[src/rtl/uart_tx_fifo_drain.sv]
// uart_tx_fifo_drain
// Read side of the UART transmit FIFO. The block pops one byte at a time from
// a first-word-fall-through FIFO and sends it on tx as an 8N1 frame: one start
// bit (low), eight data bits LSB first, and one stop bit (high). Each bit lasts
// BIT_CYCLES clocks.
//
// Timing of one frame, where a pop happens in cycle N:
//   N+1 .. N+BIT_CYCLES        start bit
//   next 8*BIT_CYCLES clocks   data bits 0..7
//   last BIT_CYCLES clocks     stop bit, with tx_done high on its final clock
//   N+10*BIT_CYCLES+1          back in IDLE; the earliest next pop happens here
//
// tx, tx_busy and tx_done come straight from flops. Their next values are
// derived from the next state, so each output changes on the same edge as the
// state it describes.
module uart_tx_fifo_drain #(
  parameter int CLK_FREQ   = 100_000_000,
  parameter int BAUD       = 9600,
  parameter int BIT_CYCLES = CLK_FREQ / BAUD
) (
  input  logic       clk,
  input  logic       reset,
  input  logic       tx_en,
  input  logic [7:0] fifo_rdata,
  input  logic       fifo_empty,
  output logic       fifo_rd_en,
  output logic       tx,
  output logic       tx_busy,
  output logic       tx_done
);

  // The bit timer holds 0..BIT_CYCLES-1. It needs at least one bit even in the
  // smallest legal configuration, BIT_CYCLES = 2.
  localparam int CNT_W = (BIT_CYCLES > 1) ? $clog2(BIT_CYCLES) : 1;

  // Value of the bit timer on the last clock of a bit.
  localparam logic [CNT_W-1:0] CNT_LAST = CNT_W'(BIT_CYCLES - 1);

  // Value of the bit timer one clock before the last clock of a bit.
  // tx_done is a registered output, so it must be set on the edge that ends
  // this clock in order to be high on the final stop-bit clock.
  localparam logic [CNT_W-1:0] CNT_DONE = CNT_W'(BIT_CYCLES - 2);

  typedef enum logic [1:0] {
    IDLE  = 2'd0,
    START = 2'd1,
    DATA  = 2'd2,
    STOP  = 2'd3
  } state_t;

  state_t           state_q, state_d;
  logic [CNT_W-1:0] cnt_q, cnt_d;
  logic [2:0]       idx_q, idx_d;
  logic [7:0]       shreg_q, shreg_d;
  logic             tx_q, tx_d;
  logic             busy_q, busy_d;
  logic             done_q, done_d;

  logic             bit_end;
  logic             start_frame;
  logic [7:0]       shift_next;

  // Last clock of the current bit period.
  assign bit_end = (cnt_q == CNT_LAST);

  // A frame can start only from IDLE, only when enabled, and only when a byte
  // is waiting in the FIFO.
  assign start_frame = (state_q == IDLE) && tx_en && !fifo_empty;

  // Right shift of the data register. The bit that goes out next is always
  // held in bit 0. Ones are filled in at the top; they are never transmitted.
  genvar gi;
  generate
    for (gi = 0; gi < 7; gi++) begin : g_shift
      assign shift_next[gi] = shreg_q[gi+1];
    end
  endgenerate
  assign shift_next[7] = 1'b1;

  // State register. An asynchronous reset aborts any frame in progress and
  // forces the line high at once.
  always_ff @(posedge clk or posedge reset) begin
    if (reset) begin
      state_q <= IDLE;
      cnt_q   <= '0;
      idx_q   <= '0;
      shreg_q <= '0;
      tx_q    <= 1'b1;
      busy_q  <= 1'b0;
      done_q  <= 1'b0;
    end else begin
      state_q <= state_d;
      cnt_q   <= cnt_d;
      idx_q   <= idx_d;
      shreg_q <= shreg_d;
      tx_q    <= tx_d;
      busy_q  <= busy_d;
      done_q  <= done_d;
    end
  end

  // Next-state logic: frame sequencing, the bit timer, the data index and the
  // shift register.
  always_comb begin
    state_d = state_q;
    cnt_d   = cnt_q;
    idx_d   = idx_q;
    shreg_d = shreg_q;

    case (state_q)
      IDLE: begin
        // Clear the timer and the index here so that no count carries over
        // from one frame into the next.
        cnt_d = '0;
        idx_d = '0;
        if (start_frame) begin
          state_d = START;
          shreg_d = fifo_rdata;
        end
      end

      START: begin
        if (bit_end) begin
          cnt_d   = '0;
          state_d = DATA;
        end else begin
          cnt_d = cnt_q + 1'b1;
        end
      end

      DATA: begin
        if (bit_end) begin
          cnt_d = '0;
          if (idx_q == 3'd7) begin
            state_d = STOP;
          end else begin
            idx_d   = idx_q + 3'd1;
            shreg_d = shift_next;
          end
        end else begin
          cnt_d = cnt_q + 1'b1;
        end
      end

      STOP: begin
        if (bit_end) begin
          cnt_d   = '0;
          state_d = IDLE;
        end else begin
          cnt_d = cnt_q + 1'b1;
        end
      end

      default: begin
        state_d = IDLE;
        cnt_d   = '0;
        idx_d   = '0;
      end
    endcase
  end

  // Output logic: the pop strobe, and the next values of the registered line
  // outputs.
  always_comb begin
    // The pop is combinational so that it lines up with the cycle in which the
    // head byte is captured. It is held low during reset, because the state
    // register shows IDLE while reset is asserted.
    fifo_rd_en = start_frame && !reset;

    case (state_d)
      START:   tx_d = 1'b0;
      DATA:    tx_d = shreg_d[0];
      default: tx_d = 1'b1;
    endcase

    busy_d = (state_d != IDLE);
    done_d = (state_q == STOP) && (cnt_q == CNT_DONE);
  end

  assign tx      = tx_q;
  assign tx_busy = busy_q;
  assign tx_done = done_q;

endmodule
[config.mk]
export PLATFORM = sky130hd
export DESIGN_NAME = uart_tx_fifo_drain
export DESIGN_NICKNAME = d
export VERILOG_FILES = /design/src/rtl/uart_tx_fifo_drain.sv
export SDC_FILE = /design/constraint.sdc
export NUM_CORES = 1
export LEC_CHECK = 0
export BUFFER_PORTS_ARGS = -buffer_cell sky130_fd_sc_hd__buf_4
export CORE_MARGIN = 2
export CORE_UTILIZATION = 45
export DETAILED_ROUTE_END_ITERATION = 12
export GPL_TIMING_DRIVEN = 0
export SLEW_MARGIN = 10
export SYNTH_ARGS = -nofsm -noshare
export SYNTH_HDL_FRONTEND = slang
export SYNTH_SLANG_ARGS = --single-unit
[constraint.sdc]
create_clock -name clk -period 2.5 [get_ports clk]
set_input_delay 0.75 -clock clk [delete_from_list [all_inputs] [get_ports clk]]
set_output_delay 0.75 -clock clk [all_outputs]
set_load 0.02 [all_outputs]
After elaboration in Yosys (flattened, before gate mapping)

Index checks and enable logic that the tools add are counted.

Register bits: 30
Bits in latches: 0
Memory bits (writable): 0
Memory bits (read-only): 0
Input bits: 12
Output and inout port bits: 4
Word-level logic and storage cells: 49
Memories: 0

$add $sub $neg: 2
Multiply operators: 0
Div/mod/pow operators: 0
$lt $le $gt $ge: 0
Equal/unequal tests: 11
Shift operators: 0
Multiplexer cells: 16
Bitwise operators: 0
Reductions and logical operators: 12

Operators with widths:

| operator              | count |
|---|---|
| $eq 14x14->1 const B  | 2 |
| $pmux 14 s2           | 1 |
| $mux 8                | 3 |
| $pmux 8 s2            | 1 |
| $add 14x1->14 const B | 1 |
| $mux 14               | 1 |
| $mux 2                | 5 |
| $pmux 2 s4            | 1 |
| $eq 2x2->1 const B    | 3 |
| $mux 3                | 2 |
| $ne 2x2->1 const B    | 3 |
| $pmux 3 s2            | 1 |
| $eq 2x1->1 const B    | 2 |
| $logic_and 1x1->1     | 4 |
| $reduce_and 4->1      | 1 |
| $reduce_bool 2->1     | 2 |
| $add 3x1->3 const B   | 1 |
| $eq 3x3->1 const B    | 1 |
| $reduce_and 3->1      | 1 |
| $reduce_or 3->1       | 1 |
| $logic_not 1->1       | 2 |
| $logic_not 2->1       | 1 |
| $pmux 1 s2            | 1 |

Depth between registers and ports, before layout

Gate-level depths: netlist of the first run.

Word-level depth: 7
Mapped depth: 7
Mapped depth without buffers: 6

Worst setup path after synthesis of the first run

Ideal clock, no wire load.

Path type: input port to output port
Start point: input port fifo_empty
End point: output port fifo_rd_en
Arrival time: 1,687 ps
Required time: 1,750 ps
Path slack: 63 ps
Stages on the path: 4
Buffers on the path: 1
Cell sequence: nand2b_1 -> or3_1 -> clkbuf_1 -> nor2_1

Longest elaborated chain between the ends: 3

Ends and longest elaborated chain:

| element           | line | source |
|---|---|---|
| start, declared   | 25   | `input logic fifo_empty,` |
| $logic_not 1->1   | 68   | `assign start_frame = (state_q == IDLE) && tx_en && !fifo_empty;` |
| $logic_and 1x1->1 | 68   |  |
| $logic_and 1x1->1 | 168  | `fifo_rd_en = start_frame && !reset;` |
| end, declared     | 26   | `output logic fifo_rd_en,` |

No other way between the ends.

Worst setup path after layout of the first run

Ends and elaborated chain as after synthesis.

==> flow_metrics.env, run 1 <==
export IMPL_crit_chain="buf_4 -> nand2b_1 -> or3_4 -> nor2_1 -> buf_4"
export IMPL_synthAdderAreaFrac=0.03180
export IMPL_crit_top_cell="buf_4"
export IMPL_viasPerCell=5.398
export IMPL_cts_inserted_buffers=5
export IMPL_drv_cap=0
export IMPL_synth_simple_gate_area_frac=0.2321
export IMPL_syn_area_mm2=0.001574
export IMPL_status="finished, final reports clean"
export IMPL_ys_warn_count=0
export IMPL_synthMuxAreaShare=0.01908
export IMPL_drt_iter0_markers=76
export IMPL_worst_path_buf_inv=2
export IMPL_irDropWorstVdd_mv=0.3623
export IMPL_antenna_found_initial=0
export IMPL_maxSlewHeadroom=0.1418
export IMPL_start_util=0.4717
export IMPL_synth_top_family_by_area="simple AND/OR/NAND/NOR gates"
export IMPL_synthXorXnorAreaFrac=0.06121
export IMPL_r2r_cells=5
export IMPL_yosysSeqAreaShare=0.4777
export IMPL_gp_congestion=0.7793
export IMPL_drt_pass1_iter_count=4
export IMPL_fillers=330
export IMPL_avgSynthCellArea_um2=9.716
export IMPL_finalSetupViolations=0
export IMPL_clk_root_buffer_cell="clkbuf_4"
export IMPL_holdCritPathClass="reg -> reg"
export IMPL_clock_latency_ps=340
export IMPL_syn_num_nets=178
export IMPL_synthArstFlopShare=1.000
export IMPL_dr_total_vias=1247
export IMPL_clk_pin_slew_ps=100
export IMPL_ys_top_cells_by_area="dfrtp_1, nand2_1, nor2_1"
export IMPL_yosys_area_top_type="dfrtp_1"
export IMPL_end_kind="output pin"
export IMPL_start_kind="input port"
export IMPL_final_core_util=0.5501
export IMPL_drv_slew=0
export IMPL_hold_viol=0
export IMPL_period_share=0.9840
export IMPL_power_density_mw_per_mm2=487.3
export IMPL_leakage_uw=0.0007959
export IMPL_ys_ff_latch=30
export IMPL_htree_levels=2
export IMPL_grt_usage=0.1768
export IMPL_crit_path_max_incr_delay_ps=420
export IMPL_place_area_mm2=0.001744
export IMPL_port_buffers=15
export IMPL_cts_tree="yes"
export IMPL_antenna_cells=0
export IMPL_synth_edf_count=0
export IMPL_crit_fanout=4
export IMPL_min_delay_start="idx_q[0]$_DFFE_PP0P_"
export IMPL_drc=0
export IMPL_gr_total_overflow=0
export IMPL_synth_cell_type_count=41
export IMPL_dieArea_mm2=0.003987
export IMPL_avgRoutedWirePerCell_um=13.22
export IMPL_io_pins=16
export IMPL_chipHeight_um=63.14
export IMPL_ant_nets=0
export IMPL_finClkSkew_ps=10.87
export IMPL_final_layout_size_suffix_gt1_frac=0.1892
export IMPL_synthCells=162
export IMPL_grt_pass1_wl_mm=5.485
export IMPL_reg2reg_to="cnt_q[7]$_DFF_PP0_"
export IMPL_min_period_ps=2460
export IMPL_cts_sinks=30
export IMPL_grt_max_degree=31
export IMPL_finalInstanceArea_mm2=0.001836
export IMPL_required_ps=1750
export IMPL_cpMaxStageDelayCell="or3_4"
export IMPL_core_rowCount=21
export IMPL_hold_end="idx_q[0]$_DFFE_PP0P_"
export IMPL_worst_pin_slew_ps=1269
export IMPL_grt_pass1_vias=1176
export IMPL_synth_top_area_frac=0.4610
export IMPL_detailedPlacementHpwl_mm=2.166
export IMPL_wl_mm=3.053
export IMPL_area_delta_synth_final_pct=16.61
export IMPL_clk_path_buf_depth=2
export IMPL_die_w_um=63.14
export IMPL_r2r_start="cnt_q[9]$_DFF_PP0_"
export IMPL_fmax_mhz=406.5
export IMPL_crit_type="in -> out"
export IMPL_core_region_area_mm2=0.003337
export IMPL_min_path_cells=1
export IMPL_r2r_setup_slack_ps=330
export IMPL_synthFlopType="dfrtp_1"
export IMPL_fin_nets=200
export IMPL_arrival_ps=1710
export IMPL_cp_top_family="simple AND/OR/NAND/NOR gates"
export IMPL_synth_compound_area_frac=0.1455
==> report_power, final <==
part           switching [uW]  internal, uW  leakage, uW
logic                    13.2          12.5     0.000402
registers                   0           485     0.000349
clock network             177           207    0.0000450
==> layout make-up <==
type,instances,area (um^2),area share
sequential,30,752.0,0.4097
timing repair buffer,17,127.6,0.06953
buffer,5,22.52,0.01227
clock buffer,5,37.54,0.02045
inverter,6,22.52,0.01227
multi-input combinational,119,775.7,0.4226
tap,46,57.56,0.03136
clock inverter,3,40.04,0.02181
==> metal layers <==
layer | up-vias | global-route usage | share of wire
met5 | - | 0 | 0
li1 | 627 | - | -
met4 | 0 | 0.07500 | 0.018
met2 | 17 | 0.2806 | 0.51
met1 | 597 | 0.2222 | 0.44
met3 | 6 | 0.05536 | 0.035
==> per-stage QoR <==
stage | setup slack (ps) | cells | TNS [ps] | hold WS, ps | total power [uW]
2_1_floorplan | 63.16 | 162 | 0 | 457.2 | 504.1
3_5_place_dp | -132.9 | 223 | -132.9 | 476.7 | 520.7
6_report | 40.10 | 231 | 0 | 488.3 | 894.4
3_3_place_gp | -102.7 | 223 | -102.7 | 468.3 | 520.2
4_1_cts | 18.84 | 230 | 0 | 491.9 | 911.5
5_1_grt | -0.2596 | 231 | -0.2596 | 531.3 | 943.3
==> cell usage after synthesis (2+ instances only) <==
master	number
nand2b_1	2
xor2_1	4
mux2i_1	3
a22o_1	6
xnor2_1	7
nor2_1	17
o21ai_0	8
clkbuf_1	5
o31ai_1	2
or4_1	3
nor4_1	2
a21oi_1	4
nand3_1	7
a31oi_1	6
inv_1	6
nand2_1	18
nor3_1	3
nor2b_1	2
nand4_1	3
buf_2	2
ha_1	4
dfrtp_1	29
==> what timing repair did <==
item | in CTS | in global routing
buffers inserted | 0 | 2
gates resized for setup | 1 | 2
hold buffers | 0 | 0
endpoints found under the setup margin | 1 | 1
gates cloned | 0 | 0
pin swaps | 0 | 1
==> how the worst max path moves through the flow <==
stage | cells past startpoint | end | from
after floorplan | 4 | fifo_rd_en | fifo_empty
after detailed placement | 6 | fifo_rd_en | fifo_empty
final | 5 | fifo_rd_en | fifo_empty
after global routing | 5 | fifo_rd_en | fifo_empty
after global placement | 6 | fifo_rd_en | fifo_empty
after CTS | 4 | fifo_rd_en | state_q[1]$_DFF_PP0_
==> sequential cells by signal, indices dropped and copies added (netlist names) <==
register / flops
cnt_q: 14
shreg_q: 8
idx_q: 3
state_q: 2
tx: 1
tx_busy: 1
tx_done: 1
==> cells by family after synthesis <==
logic type	after synthesis
AO/OA/AOI/OAI	33
XOR/XNOR	11
adder cells (fa/ha/maj)	4
buffers and inverters	13
flip-flops	30
multiplexers	3
AND/OR/NAND/NOR	68
==> cell usage in the layout, fill, tap and decap left out, drive strengths merged <==
cell type  count
o21bai         1
nor2b          2
bufinv         1
and4           1
o211ai         1
dfrtp         29
o31ai          2
a21oi          4
nor3           3
nor4bb         1
or3            1
o21ai          9
ha             4
dfstp          1
nand2         18
nand4b         1
o221a          1
a211oi         1
nand4          3
nor2          17
or4b           1
nor4           3
a31oi          6
a22o           6
nor3b          1
xnor2          7
nor4b          1
inv            5
buf           19
mux2i          3
or4bb          1
xor2           4
and2           1
clkbuf         8
or4            4
nand2b         2
clkinv         3
o21a           1
nand3          7
a211o          1
Power figures use the tool's default switching activity.
==> run 2: changes to the inputs <==
--- a/config.mk
+++ b/config.mk
@@ -6,10 +6,12 @@
 export NUM_CORES = 1
 export LEC_CHECK = 0
 export BUFFER_PORTS_ARGS = -buffer_cell sky130_fd_sc_hd__buf_4
+export CORE_ASPECT_RATIO = 1.25
 export CORE_MARGIN = 2
 export CORE_UTILIZATION = 45
 export DETAILED_ROUTE_END_ITERATION = 12
 export GPL_TIMING_DRIVEN = 0
+export MAX_ROUTING_LAYER = met4
 export SLEW_MARGIN = 10
 export SYNTH_ARGS = -nofsm -noshare
 export SYNTH_HDL_FRONTEND = slang
==> flow_metrics.env, run 2 (synthesis gave the netlist of run 1 again) <==
export IMPL_status="finished, final reports clean"
export IMPL_grt_usage=0.1952
export IMPL_fin_ws_ps=92.76
export IMPL_hold_viol=0
export IMPL_drv_slew=0
export IMPL_start_kind="input port"
export IMPL_hold_slack_ps=491.3
export IMPL_regMostFlops="cnt_q"
export IMPL_viasPerCell=5.719
export IMPL_final_cells=224
export IMPL_grt_pass1_wl_mm=5.878
export IMPL_cts_tree="yes"
export IMPL_end_kind="output pin"
export IMPL_crit_type="in -> out"
export IMPL_ant_nets=0
export IMPL_arrival_ps=1660
export IMPL_met2_wirelength_mm=1.846
export IMPL_finalSetupViolations=0
export IMPL_fin_nets=200
export IMPL_gr_total_overflow=0
export IMPL_clock_latency_ps=290
export IMPL_cts_inserted_buffers=5
export IMPL_worst_pin_slew_ps=687.4
export IMPL_dieArea_mm2=0.003990
export IMPL_clk_pin_slew_ps=60
export IMPL_maxSlewHeadroom=0.5405
export IMPL_gp_congestion=0.8380
export IMPL_die_w_um=56.90
export IMPL_area_delta_synth_final_pct=17.49
export IMPL_chipHeight_um=70.13
export IMPL_final_core_util=0.5402
export IMPL_grt_pass1_vias=1343
export IMPL_power_uw=919.9
export IMPL_irDropWorstVdd_mv=0.3848
export IMPL_drt_iter0_markers=47
export IMPL_power_density_mw_per_mm2=497.4
export IMPL_holdCritPathClass="reg -> reg"
export IMPL_avgRoutedWirePerCell_um=15.01
export IMPL_period_share=0.9629
export IMPL_required_ps=1750
export IMPL_hold_buffers=0
export IMPL_finClkSkew_ps=7.685
export IMPL_io_pins=16
export IMPL_start_util=0.4598
export IMPL_antenna_cells=0
export IMPL_dr_total_vias=1281
export IMPL_drv_cap=0
export IMPL_cts_sinks=30
export IMPL_wl_mm=3.362
export IMPL_grt_max_degree=31
export IMPL_largest_reg_flops=14
export IMPL_crit_fanout=4
export IMPL_fillers=321
export IMPL_drt_pass1_iter_count=4
export IMPL_core_rowCount=24
export IMPL_htree_levels=2
export IMPL_clk_root_buffer_cell="clkbuf_8"
export IMPL_top_layer="met4"
export IMPL_core_region_area_mm2=0.003423
export IMPL_antenna_found_initial=0
export IMPL_wl_met3_um=101
export IMPL_detailedPlacementHpwl_mm=2.402
export IMPL_dp_cells=216
export IMPL_fmax_mhz=415.4
export IMPL_drc=0
export IMPL_final_common_cell="dfrtp_1"
export IMPL_final_cell_mix="dfrtp_1, nand2_1, nor2_1, buf_4, o21ai_0"
export IMPL_clk_path_buf_depth=2
export IMPL_reg_top3="cnt_q (14), shreg_q (8), idx_q (3)"
export IMPL_min_period_ps=2407
export IMPL_m1WireLength_mm=1.338
export IMPL_pre_cts_ws_ps=-125.4
export IMPL_port_buffers=15
export IMPL_final_layout_size_suffix_gt1_frac=0.1892
export IMPL_leakage_uw=0.0008025
export IMPL_rsz0062_at_grt="no"
[run 2: path summary, 6_finish.rpt]
path / slack (ps) / depth (start not counted) / start / endpoint
worst max-delay path: 90 / 5 / fifo_empty / fifo_rd_en
worst min-delay path: 490 / 1 / idx_q[0]$_DFFE_PP0P_ / idx_q[0]$_DFFE_PP0P_
worst max register to register: 310 / 5 / cnt_q[9]$_DFF_PP0_ / cnt_q[4]$_DFF_PP0_
worst min register to register: 490 / 1 / idx_q[0]$_DFFE_PP0P_ / idx_q[0]$_DFFE_PP0P_
max in group asynchronous: 1520 / 2 / reset / idx_q[1]$_DFFE_PP0P_
min in group asynchronous: 550 / 2 / reset / state_q[0]$_DFF_PP0_
[run 2: repair_timing]
| item | CTS | global route |
|---|---|---|
| endpoints found under the setup margin | 1 | 1 |
| pin swaps | 0 | 1 |
| cloned | 0 | 0 |
| gates resized for setup | 1 | 1 |
| buffers inserted | 0 | 1 |
[run 2: layout make-up]
class / instances / area (um^2) / share of cell area
Clock inverter: 1 / 5.005 / 0.002706
Clock buffer: 7 / 86.33 / 0.04668
Buffer: 6 / 25.02 / 0.01353
Multi-Input combinational cell: 119 / 789.5 / 0.4269
Inverter: 6 / 22.52 / 0.01218
Timing Repair Buffer: 16 / 120.1 / 0.06495
Tap cell: 39 / 48.80 / 0.02639
Sequential cell: 30 / 752.0 / 0.4066
[run 2: report_power, final]
group | internal [uW] | switching [uW] | leakage (uW)
Clock | 222 | 185 | 0.0000482
Combinational | 13.6 | 14.2 | 0.000405
Sequential | 486 | 0 | 0.000349
[run 2: layer usage]
layer | global-route usage | up-vias
li1 | - | 620
met1 | 0.2046 | 628
met2 | 0.3384 | 25
met3 | 0.05000 | 8
met4 | 0.08786 | 0
met5 | - | -
[run 2: critical path, stage by stage]
cell and delay (ps):
buf_4 120, nand2b_4 140, or3_4 400, nor2_1 100
buf_4 150
[run 2: per-stage QoR]
stage	area, um^2	TNS, ps
after global routing	1849	0
final	1849	0
after CTS	1828	0
after global placement	1735	-97.28
after detailed placement	1735	-125.4
after floorplan	1574	0
